==> src/rtl/packet_buffer_read_controller.sv <==
// Round-robin drain of the per-lane packet FIFOs into one AXI-Stream, one whole packet per grant.
// Define PACKET_BUFFER_READ_LEN_CHECK_EN to flag and clamp zero/oversize header lengths on err_o.
module packet_buffer_read_controller #(
   parameter int NUM_LANES         = 4,
   parameter int AXI_WIDTH         = 64,
   parameter int MAX_PACKET_LENGTH = 1600
) (
   input  logic                                clk_i,
   input  logic                                rst_i,
   input  logic [NUM_LANES-1:0][AXI_WIDTH-1:0] lane_data_i,
   input  logic [NUM_LANES-1:0]                lane_valid_i,
   output logic [NUM_LANES-1:0]                lane_ready_o,
   output logic [AXI_WIDTH-1:0]                m_data_o,
   output logic [AXI_WIDTH/8-1:0]              m_keep_o,
   output logic                                m_valid_o,
   output logic                                m_last_o,
   input  logic                                m_ready_i,
   output logic                                err_o
);

   localparam int BYTES  = AXI_WIDTH / 8;
   localparam int LANE_W = $clog2(NUM_LANES);
   localparam int REM_W  = $clog2(MAX_PACKET_LENGTH / BYTES) + 1;
   localparam int TAIL_W = $clog2(BYTES);
   localparam int LEN_W  = 16;

   // Only the length is interpreted here; the header sits in the low bits of the first beat.
   typedef struct packed {
      logic [LEN_W-1:0] packet_length;
   } packet_header_t;

   localparam logic [0:0] ST_IDLE   = 1'b0;
   localparam logic [0:0] ST_STREAM = 1'b1;

   logic [0:0]        state_r;
   logic [LANE_W-1:0] grant_r;
   logic [LANE_W-1:0] last_r;
   logic [REM_W-1:0]  rem_r;
   logic [TAIL_W-1:0] tail_r;
   logic              first_r;

   logic                              streaming;
   logic                              hs;
   logic                              is_last;
   logic [NUM_LANES-1:0][LANE_W-1:0]  cand_lane;
   logic [NUM_LANES-1:0]              cand_valid;
   logic [LANE_W-1:0]                 arb_lane;
   logic                              arb_found;
   packet_header_t                    hdr;
   logic [LEN_W-1:0]                  len_eff;
   logic [LEN_W:0]                    beats;
   logic [TAIL_W-1:0]                 hdr_tail;
   logic [TAIL_W-1:0]                 keep_tail;
   logic [BYTES-1:0]                  tail_mask;

   // Candidate k is the lane k+1 positions after the last served lane, wrapping modulo NUM_LANES.
   for (genvar gi = 0; gi < NUM_LANES; gi++) begin : g_cand
      logic [LANE_W:0] rot_sum;
      assign rot_sum = {1'b0, last_r} + (LANE_W+1)'(gi + 1);
      assign cand_lane[gi] = (rot_sum >= (LANE_W+1)'(NUM_LANES))
                             ? LANE_W'(rot_sum - (LANE_W+1)'(NUM_LANES))
                             : rot_sum[LANE_W-1:0];
      assign cand_valid[gi] = lane_valid_i[cand_lane[gi]];
   end

   always_comb begin
      arb_found = 1'b0;
      arb_lane  = '0;
      for (int k = NUM_LANES - 1; k >= 0; k--) begin
         if (cand_valid[k]) begin
            arb_found = 1'b1;
            arb_lane  = cand_lane[k];
         end
      end
   end

   assign hdr = lane_data_i[grant_r][$bits(packet_header_t)-1:0];

`ifdef PACKET_BUFFER_READ_LEN_CHECK_EN
   logic len_bad;
   logic err_r;

   assign len_bad = (hdr.packet_length == '0) ||
                    (hdr.packet_length > LEN_W'(MAX_PACKET_LENGTH));
   assign len_eff = (hdr.packet_length > LEN_W'(MAX_PACKET_LENGTH))
                    ? LEN_W'(MAX_PACKET_LENGTH) : hdr.packet_length;

   always_ff @(posedge clk_i or posedge rst_i) begin
      if (rst_i) begin
         err_r <= 1'b0;
      end else if (hs && first_r && len_bad) begin
         err_r <= 1'b1;
      end
   end

   assign err_o = err_r;
`else
   assign len_eff = hdr.packet_length;
   assign err_o   = 1'b0;
`endif

   // A zero length still occupies one beat (the header itself).
   assign beats = (len_eff == '0) ? (LEN_W+1)'(1)
                  : ((LEN_W+1)'(len_eff) + (LEN_W+1)'(BYTES - 1)) / (LEN_W+1)'(BYTES);
   assign hdr_tail = TAIL_W'(len_eff % LEN_W'(BYTES));

   assign streaming = (state_r == ST_STREAM);
   assign is_last   = first_r ? (beats == (LEN_W+1)'(1)) : (rem_r == REM_W'(1));
   assign keep_tail = first_r ? hdr_tail : tail_r;

   for (genvar gi = 0; gi < BYTES; gi++) begin : g_keep
      assign tail_mask[gi] = (keep_tail == '0) || (32'(keep_tail) > gi);
   end

   for (genvar gi = 0; gi < NUM_LANES; gi++) begin : g_ready
      assign lane_ready_o[gi] = streaming && m_ready_i && (grant_r == LANE_W'(gi));
   end

   assign m_valid_o = streaming && lane_valid_i[grant_r];
   assign m_data_o  = lane_data_i[grant_r];
   assign m_last_o  = m_valid_o && is_last;
   assign m_keep_o  = !m_valid_o ? '0 : (is_last ? tail_mask : '1);
   assign hs        = m_valid_o && m_ready_i;

   always_ff @(posedge clk_i or posedge rst_i) begin
      if (rst_i) begin
         state_r <= ST_IDLE;
         grant_r <= '0;
         last_r  <= LANE_W'(NUM_LANES - 1);
         rem_r   <= '0;
         tail_r  <= '0;
         first_r <= 1'b0;
      end else begin
         case (state_r)
            ST_IDLE: begin
               if (arb_found) begin
                  grant_r <= arb_lane;
                  first_r <= 1'b1;
                  state_r <= ST_STREAM;
               end
            end
            default: begin
               // Everything holds while the granted lane or the sink stalls.
               if (hs) begin
                  first_r <= 1'b0;
                  if (first_r) begin
                     rem_r  <= REM_W'(beats - (LEN_W+1)'(1));
                     tail_r <= hdr_tail;
                  end else begin
                     rem_r <= rem_r - REM_W'(1);
                  end
                  if (is_last) begin
                     last_r  <= grant_r;
                     state_r <= ST_IDLE;
                  end
               end
            end
         endcase
      end
   end

endmodule

==> config.mk <==
export PLATFORM = sky130hd
export DESIGN_NAME = packet_buffer_read_controller
export DESIGN_NICKNAME = d
export VERILOG_FILES = /design/src/rtl/packet_buffer_read_controller.sv
export SDC_FILE = /design/constraint.sdc
export NUM_CORES = 1
export LEC_CHECK = 0
export CORE_AREA = 2 2 132 134
export DETAILED_ROUTE_END_ITERATION = 8
export DIE_AREA = 0 0 134 136
export SLEW_MARGIN = 0
export SYNTH_ARGS = -nofsm -noshare
export SYNTH_HDL_FRONTEND = slang
export SYNTH_SLANG_ARGS = --single-unit
==> constraint.sdc <==
create_clock -name clk_i -period 5.7 [get_ports clk_i]
set_clock_uncertainty 0.1 [all_clocks]
set_input_delay 0.57 -clock clk_i [delete_from_list [all_inputs] [get_ports clk_i]]
set_output_delay 0.57 -clock clk_i [all_outputs]
set_load 0.1 [all_outputs]
# Word level (Yosys, flattened, before mapping)
# Index checks and enable logic that the tools add are counted.
[op_classes]
n_addsub = 11
n_mul = 0
div_mod_pow = 0
magnitude_cmp = 16
n_eq_ne = 6
n_shift = 0
mux = 37
n_bitwise = 1
n_reduce_logical = 23
[ops]
columns = ["cell", "count"]
rows = [
  ["binary-select mux 64 bit (select 2 bit)", 1],
  ["2-to-1 mux 64 bit", 1],
  ["subtractor 9 x 1 -> 9 bit (second input constant)", 2],
  ["adder 16 x 3 -> 17 bit (second input constant)", 1],
  ["2-to-1 mux 1 bit", 17],
  ["zero test 16 bit", 1],
  ["2-to-1 mux 2 bit", 8],
  ["2-to-1 mux 8 bit", 2],
  ["less-than comparator 2 x 3 -> 1 bit (second input constant)", 5],
  ["== test 14 x 1 -> 1 bit (second input constant)", 1],
  ["2-to-1 mux 14 bit", 1],
  ["greater-or-equal comparator 3 bit (second input constant)", 4],
  ["binary-select mux 1 bit (select 2 bit)", 5],
  ["== test 9 x 1 -> 1 bit (second input constant)", 1],
  ["> comparator 3 bit (second input constant)", 3],
  ["2-to-1 mux 9 bit", 1],
  ["logical AND 1 bit", 8],
  ["subtractor 2 x 1 -> 2 bit (second input constant)", 4],
  ["logical OR 1 bit", 7],
  ["adder 2 x 2 -> 3 bit (second input constant)", 2],
  ["> comparator 3 x 1 -> 1 bit (second input constant)", 2],
  ["> comparator 3 x 2 -> 1 bit (second input constant)", 2],
  ["AND reduction 2 bit", 3],
  ["== test 2 bit (second input constant)", 2],
  ["other kinds (10)", 10],
]
[word_totals]
reg_bits = 18
latchBits = 0
ramBits = 0
romBits = 0
input_bits = 263
output_inout_bits = 79
wordCells = 100
n_memories = 0

# Longest topological paths before layout
# Gate-level depths: netlist (run 1).
[logic_depth]
depth_word = 11
depth_mapped = 14
ltp_nobuf = 11

# Worst setup path after synthesis (run 1)
# OpenSTA, ideal clock, no wires.
[synth_path]
kind = "input port to output port"
from = "input lane_data_i[194] (netlist name)"
to = "output m_keep_o[1]"
t_arrival_ps = 4511
required_time_ps = 5030
setup_slack_ps = 519
cell_stages = 8
path_buffers = 0
cell_sequence = "mux4_2 -> or3_1 -> xor2_1 -> a21o_1 -> ha_1 -> a41oi_1 -> nor2b_1 -> a31oi_1"
[synth_between]
elab_chain_cells = 8
[synth_rtl]
columns = ["item", "line", "rtl"]
rows = [
  ["start: declaration", "10", "input logic [NUM_LANES-1:0][AXI_WIDTH-1:0] lane_data_i,"],
  ["binary-select mux 64 bit (select 2 bit) (*)", "77", "assign hdr = lane_data_i[grant_r][$bits(packet_header_t)-1:0];"],
  ["2-to-1 mux 64 bit (*)", "-", ""],
  ["adder 16 x 3 -> 17 bit or zero test 16 bit (tied branches)", "104, 103", ""],
  ["2-to-1 mux 14 bit", "103", "assign beats = (len_eff == '0) ? (LEN_W+1)'(1)"],
  ["== test 14 x 1 -> 1 bit", "108", "assign is_last = first_r ? (beats == (LEN_W+1)'(1)) : (rem_r == REM_W'(1));"],
  ["2-to-1 mux 1 bit", "108", ""],
  ["2-to-1 mux 8 bit (*) (2 in a row)", "122", "assign m_keep_o = !m_valid_o ? '0 : (is_last ? tail_mask : '1);"],
  ["end: declaration", "14", "output logic [AXI_WIDTH/8-1:0] m_keep_o,"],
]
# Every way passes the cells marked *; elsewhere a longest branch is shown, timed or not. The select of a mux whose other input is x is not followed.

# Worst setup path in the final report (run 1)
[layout_path]
from = "register grant_r[0]"
to = "output m_keep_o[1]"
[layout_between]
elab_chain_cells = 8
[layout_rtl]
columns = ["item", "line", "rtl"]
rows = [
  ["start: declaration", "36", "logic [LANE_W-1:0] grant_r;"],
  ["start signal: assignment", "137", "grant_r <= arb_lane;"],
  ["binary-select mux 64 bit (select 2 bit)", "77", ""],
  ["2-to-1 mux 64 bit", "-", ""],
  ["adder 16 x 3 -> 17 bit or zero test 16 bit (tied branches)", "104, 103", ""],
  ["2-to-1 mux 14 bit", "103", ""],
  ["== test 14 x 1 -> 1 bit", "108", ""],
  ["2-to-1 mux 1 bit", "108", ""],
  ["2-to-1 mux 8 bit", "122", ""],
  ["2-to-1 mux 8 bit (*)", "122", ""],
]
# Marked as above.

==> results.toml, run 1 <==
[cells_and_area]
syn2layout_area_growth_pct = 118.9
final_cells = 817
nets = 859
final_util_pct = 39.97
drive_above_1_share_pct = 15.91

[global_routing]
antenna_found_initial = 3
grt_pass1_wl_um = 25690
track_usage_pct = 19.03
grt_pass1_vias = 4009
grt-ovfl-total = 0
grt_max_degree = 47

[power_and_ir_drop]
leakagePower_nw = 2.441
p_per_area_nw_per_um2 = 708.0
vdd_drop_max_uv = 474.6

[placed_design]
port_buffers = 340
place_inst = 812
hpwl_um = 16230
place.gp.congestion = 0.9352

[clocking]
cts.repair.resized = 0
clkLatencyLatePin_ns = 0.24
clockBufferDepth = 2
numCtsBuffers = 3
path_clk_slew_ns = 0.05
clock-sinks = 18
cts_root_buf = "clkbuf_16"
post-cts-setup-buffers = 0
cts-htree-levels = 1
cts_tree = "built"
cts_hold_buf = 0

[die]
die_h_um = 136
initial_utilization_pct = 18.26
row_count = 48
design.core.area_sq_um = 16880
die-width_um = 134
die-area_sq_um = 18220
ios = 342

[sta]
finalHoldViolCount = 0
finalSetupTns_ns = 0
rsz0062_at_grt = "false"
fin_crit_sh_pct = 87.16
tightest_slew_ns = 1.077
slew_violations = 0
setup-violations-final = 0
max_freq_mhz = 201.3
maxSlewHeadroom_pct = 27.97
period_minus_slack_ns = 4.968

[worst_setup_path]
cp.arrival_ns = 4.30
slowest_delay_ns = 0.98
path_max_fanout = 46
cp-start-kind = "register"
end_kind = "output port"
required_ns = 5.03
cp_slowest_cell = "dfrtp_4"
path_class = "register to output port"
crit_chain = "mux4_2, or3_1, xor2_1, a21o_1, ha_1, a41oi_1, nor2b_1, a31oi_1, buf_4"

[synthesis]
syn-num-nets = 537
avgSynthCellArea_sq_um = 11.41
syn_area_sq_um = 3082
syn_inst = 270
yosys-top-cells-area = "mux4_2 48%, dfrtp_1 13%, xnor2_1 2.0%"
yosys_warnings = 0
synth_seq_cells = 18
ys_top_cells_by_count = "65 x mux4_2, 16 x dfrtp_1, 15 x nor2_1"
async_flop_share_pct = 100.0
ys_types = 52
synth_top_area_share_pct = 47.50
yosysMostFrequentCell = "mux4_2"
yosys.area.top_type = "mux4_2"
synth.yosys.seq_area_share_pct = 14.70
synth_edf_count = 0
synth_flop_cell = "dfrtp_1"

[flow_run]
max-cap-violations = 0

[detailed_routing]
ant_nets = 0
wl_um = 18180
vias = 3853
route.detailed.drc = 0
via_per_inst = 4.716
avgRoutedWirePerCell_um = 22.25
dr.pass1.iters = 4
drtIter0Drc = 193

[worst_hold_path]
hp-class = "register to register"

[run_status]
outcome = "complete, no violations"
-- layout make-up --
class | count | area (sq um)
inverters | 11 | 41.29
diodes | 1 | 2.502
multi-input cells | 215 | 2467
repair buffers | 343 | 3406
well taps | 225 | 281.5
fillers | 1609 | 10130
clock buffers | 4 | 88.84
flip-flops and latches | 18 | 457.9
-- power by group --
group	internal, W	leakage, nW	switching, W
registers	0.000175	0.212	0.000182
clock network	0.000107	0.0442	0.0000448
logic	0.00128	2.18	0.00299
-- per-stage QoR --
step	total power, W	hold WS (ns)	area (sq um)	setup slack, ns
floorplan	0.003649	0.3492	3082	0.5186
global route	0.004955	0.4494	6745	0.3268
detailed placement	0.004644	0.3741	6654	0.9133
global placement	0.004604	0.3802	6654	1.091
finish	0.004776	0.3891	6745	0.7318
CTS	0.004812	0.3858	6743	0.6428
-- layer usage --
metal / track usage [%] / vias up / share of wire [%]
met3: 4.996 / 24 / 7.8
li1: - / 1752 / -
met2: 34.87 / 190 / 53
met1: 21.92 / 1883 / 36
met5: 0 / - / 0.14
met4: 5.083 / 4 / 2.7
-- worst max-delay path: cells and delay by family (launching register included) --
kind            cells  cell delay, ns
mux                 1            0.69
buf+inv             1            0.32
simple gates        2            0.63
compound gates      3            0.98
flops               1            0.98
fa+ha+maj           1            0.19
xor+xnor            1            0.24
-- registers in the layout, indices dropped and copies added (netlist names) --
name,cells
tail_r,3
first_r,1
rem_r,9
grant_r,2
last_r,2
state_r,1
-- logic make-up after synthesis --
group,synth area share (%)
other,0.1217
and+or+nand+nor,11.49
buffers and inverters,5.237
DFF,14.70
xor gates and xnor gates,3.126
AOI/OAI and AO/OA,13.11
muxes,50.59
adders and majority gates,1.624
-- cell usage in the layout, fill, tap and decap left out, types with 3 or more instances in the layout --
master           netlist  final
clkbuf_16              0      3
mux2i_1                5      5
clkdlybuf4s50_1        0    332
mux2_2                 3      3
ha_1                   4      4
nand2b_1               3      3
o21ai_0                7      7
and2_1                 4      4
nor3_1                 7      7
o21a_1                 6      6
nand3_1                8      8
xnor2_1                7      7
o22ai_1                5      5
or3_1                  3      3
o21ai_1                5      5
a21oi_1               11     11
nor4_1                 4      4
and3_1                 3      3
mux4_2                65     65
dfrtp_1               16     14
a31oi_1                4      4
buf_4                  3     11
nand2_1               14     14
nor2_1                15     15
xor2_1                 4      4
inv_1                 11     11
-- worst paths after layout --
check / start / to / slack [ns] / cells after the start
max in group asynchronous: rst_i / grant_r[0] / 4.34 / 2
min: tail_r[2] / tail_r[2] / 0.39 / 2
min reg2reg: tail_r[2] / tail_r[2] / 0.39 / 2
max: grant_r[0] / m_keep_o[1] / 0.73 / 9
min in group asynchronous: rst_i / grant_r[0] / 0.64 / 2
max reg2reg: grant_r[0] / last_r[1] / 1.58 / 9
No activity file was read; power rests on OpenSTA's default activity.
==> run 2, diff against run 1 <==
--- a/config.mk
+++ b/config.mk
@@ -8,6 +8,7 @@
 export CORE_AREA = 2 2 132 134
 export DETAILED_ROUTE_END_ITERATION = 8
 export DIE_AREA = 0 0 134 136
+export GPL_TIMING_DRIVEN = 0
 export SLEW_MARGIN = 0
 export SYNTH_ARGS = -nofsm -noshare
 export SYNTH_HDL_FRONTEND = slang
==> run 2 against run 1 <==
  * Critical path depth is 3 higher
  * Final cell count is 3.3% higher
  * Sequential share of layout area is 0.19 points lower
  * Die area stayed put
  * Routed wire length is 0.15% higher
  * Maximum frequency is 7.9% lower
  * Sequential power is 41% lower
  * Global-route usage hardly changed
==> results.toml, run 2 (synthesized netlist as in run 1, its figures left out) <==
[die]
row_count = 48
die-width_um = 134
design.core.area_sq_um = 16880
ios = 342
die-area_sq_um = 18220
die_h_um = 136
initial_utilization_pct = 18.26

[power_and_ir_drop]
total_power_w = 0.004828
p_per_area_nw_per_um2 = 703.0
vdd_drop_max_uv = 508.9
leakagePower_nw = 2.474

[worst_setup_path]
end_kind = "output port"
path_class = "register to output port"
required_ns = 5.03
reg2reg_slack_ns = 1.95
cp.arrival_ns = 4.72
worst_r2r_startpoint = "grant_r[1]"
path_max_fanout = 10
cp-start-kind = "register"
r2r_cells = 11
r2r-end = "last_r[1]"

[detailed_routing]
avgRoutedWirePerCell_um = 21.57
vias = 3921
drtIter0Drc = 174
via_per_inst = 4.646
dr.pass1.iters = 4
route.detailed.drc = 0
wl_um = 18210
ant_nets = 0

[cells_and_area]
final_common_cell = "clkdlybuf4s50_1"
final_cell_mix = "340 x clkdlybuf4s50_1, 65 x mux4_2, 16 x dfrtp_1"
largest_reg_flops = 9
reg.largest.list = "rem_r: 9 flops, tail_r: 3 flops"
multi_input_area_sq_um = 2467
drive_above_1_share_pct = 14.33
nets = 882
top_register = "rem_r"
final_cells = 844
seqCellArea_sq_um = 452.9
nFillCells = 1589
syn2layout_area_growth_pct = 122.9

[clocking]
clockBufferDepth = 2
clkLatencyLatePin_ns = 0.25
cts-htree-levels = 1
post-cts-setup-buffers = 0
path_clk_slew_ns = 0.05
cts_root_buf = "clkbuf_16"
cts.repair.resized = 0
clock-sinks = 18
numCtsBuffers = 3
cts_tree = "built"
cts_hold_buf = 0

[sta]
whs_ns = 0.3857
finalSetupTns_ns = 0
tightest_slew_ns = 1.089
setup-violations-final = 0
period_minus_slack_ns = 5.392
finalHoldViolCount = 0
max_freq_mhz = 185.5
slew_violations = 0
fin_crit_sh_pct = 94.59
maxSlewHeadroom_pct = 27.17
rsz0062_at_grt = "false"

[global_routing]
antenna_found_initial = 6
grt-ovfl-total = 0
grt_pass1_vias = 4204
grt_pass1_wl_um = 25980
track_usage_pct = 19.04
grt_max_degree = 19

[placed_design]
hpwl_um = 16330
port_buffers = 340
place.gp.congestion = 0.9710
place_inst = 835

[flow_run]
max-cap-violations = 0

[worst_hold_path]
hp-class = "register to register"
hold_depth = 2
min_to = "tail_r[1]"
min_from = "tail_r[1]"

[run_status]
outcome = "complete, no violations"
## run 2: how the worst max path moves through the flow
stage / cells after the start / end / slack, ns / startpoint
final: 12 / m_keep_o[1] / 0.31 / grant_r[1]
after global routing: 12 / m_keep_o[2] / 0.03 / grant_r[1]
after CTS: 12 / m_keep_o[1] / 0.27 / grant_r[1]
after detailed placement: 10 / m_keep_o[1] / 0.32 / lane_data_i[66]
after global placement: 10 / m_keep_o[1] / 0.34 / lane_data_i[2]
after floorplan: 8 / m_keep_o[1] / 0.52 / lane_data_i[194]
## run 2: critical path, stage by stage (launching register included)
cell             delay (ns)
dfrtp_1                0.31
buf_2                  0.21
clkbuf_1               0.48
buf_2                  0.38
mux4_2                 0.33
nor2_1                 0.06
and3_1                 0.25
a21o_1                 0.22
ha_1                   0.19
a41oi_1                0.51
nor2b_1                0.16
a31oi_1                0.20
clkdlybuf4s50_1        1.15
## run 2: power breakdown
part           leakage (nW)  internal [W]  switching, W  total, W
Combinational          2.22       0.00132       0.00314   0.00446
Sequential            0.214      0.000174     0.0000349  0.000209
Clock                0.0442      0.000107     0.0000500  0.000157
Total                  2.47       0.00160       0.00322   0.00483
## run 2: routing by layer
layer  share of wire (%)  global-route usage (%)  up-vias  routed length [um]
li1                    -                       -     1812                   -
met5               0.066                       0        -                  12
met2                  54                   35.33      181                9825
met3                 7.7                   5.257       26                1409
met4                 1.8                   4.846        2                 332
met1                  36                   21.50     1900                6626
## run 2: per-stage QoR
step | instance area [sq um] | utilization (%) | worst slack (ns)
after floorplan | 3082 | - | 0.5186
after global placement | 6766 | 40.09 | 0.3357
after detailed placement | 6766 | 40.09 | 0.3162
after CTS | 6855 | 40.62 | 0.2654
after global routing | 6863 | 40.67 | 0.02625
final | 6868 | 40.70 | 0.3083
## run 2: final cells by class
| type | count | share of cell area [%] |
|---|---|---|
| inverter | 11 | 0.6012 |
| antenna | 5 | 0.1822 |
| clock buffer | 4 | 1.293 |
| tap | 225 | 4.099 |
| multi-input combinational | 215 | 35.93 |
| buffer | 26 | 1.749 |
| sequential | 18 | 6.595 |
| timing repair buffer | 340 | 49.55 |
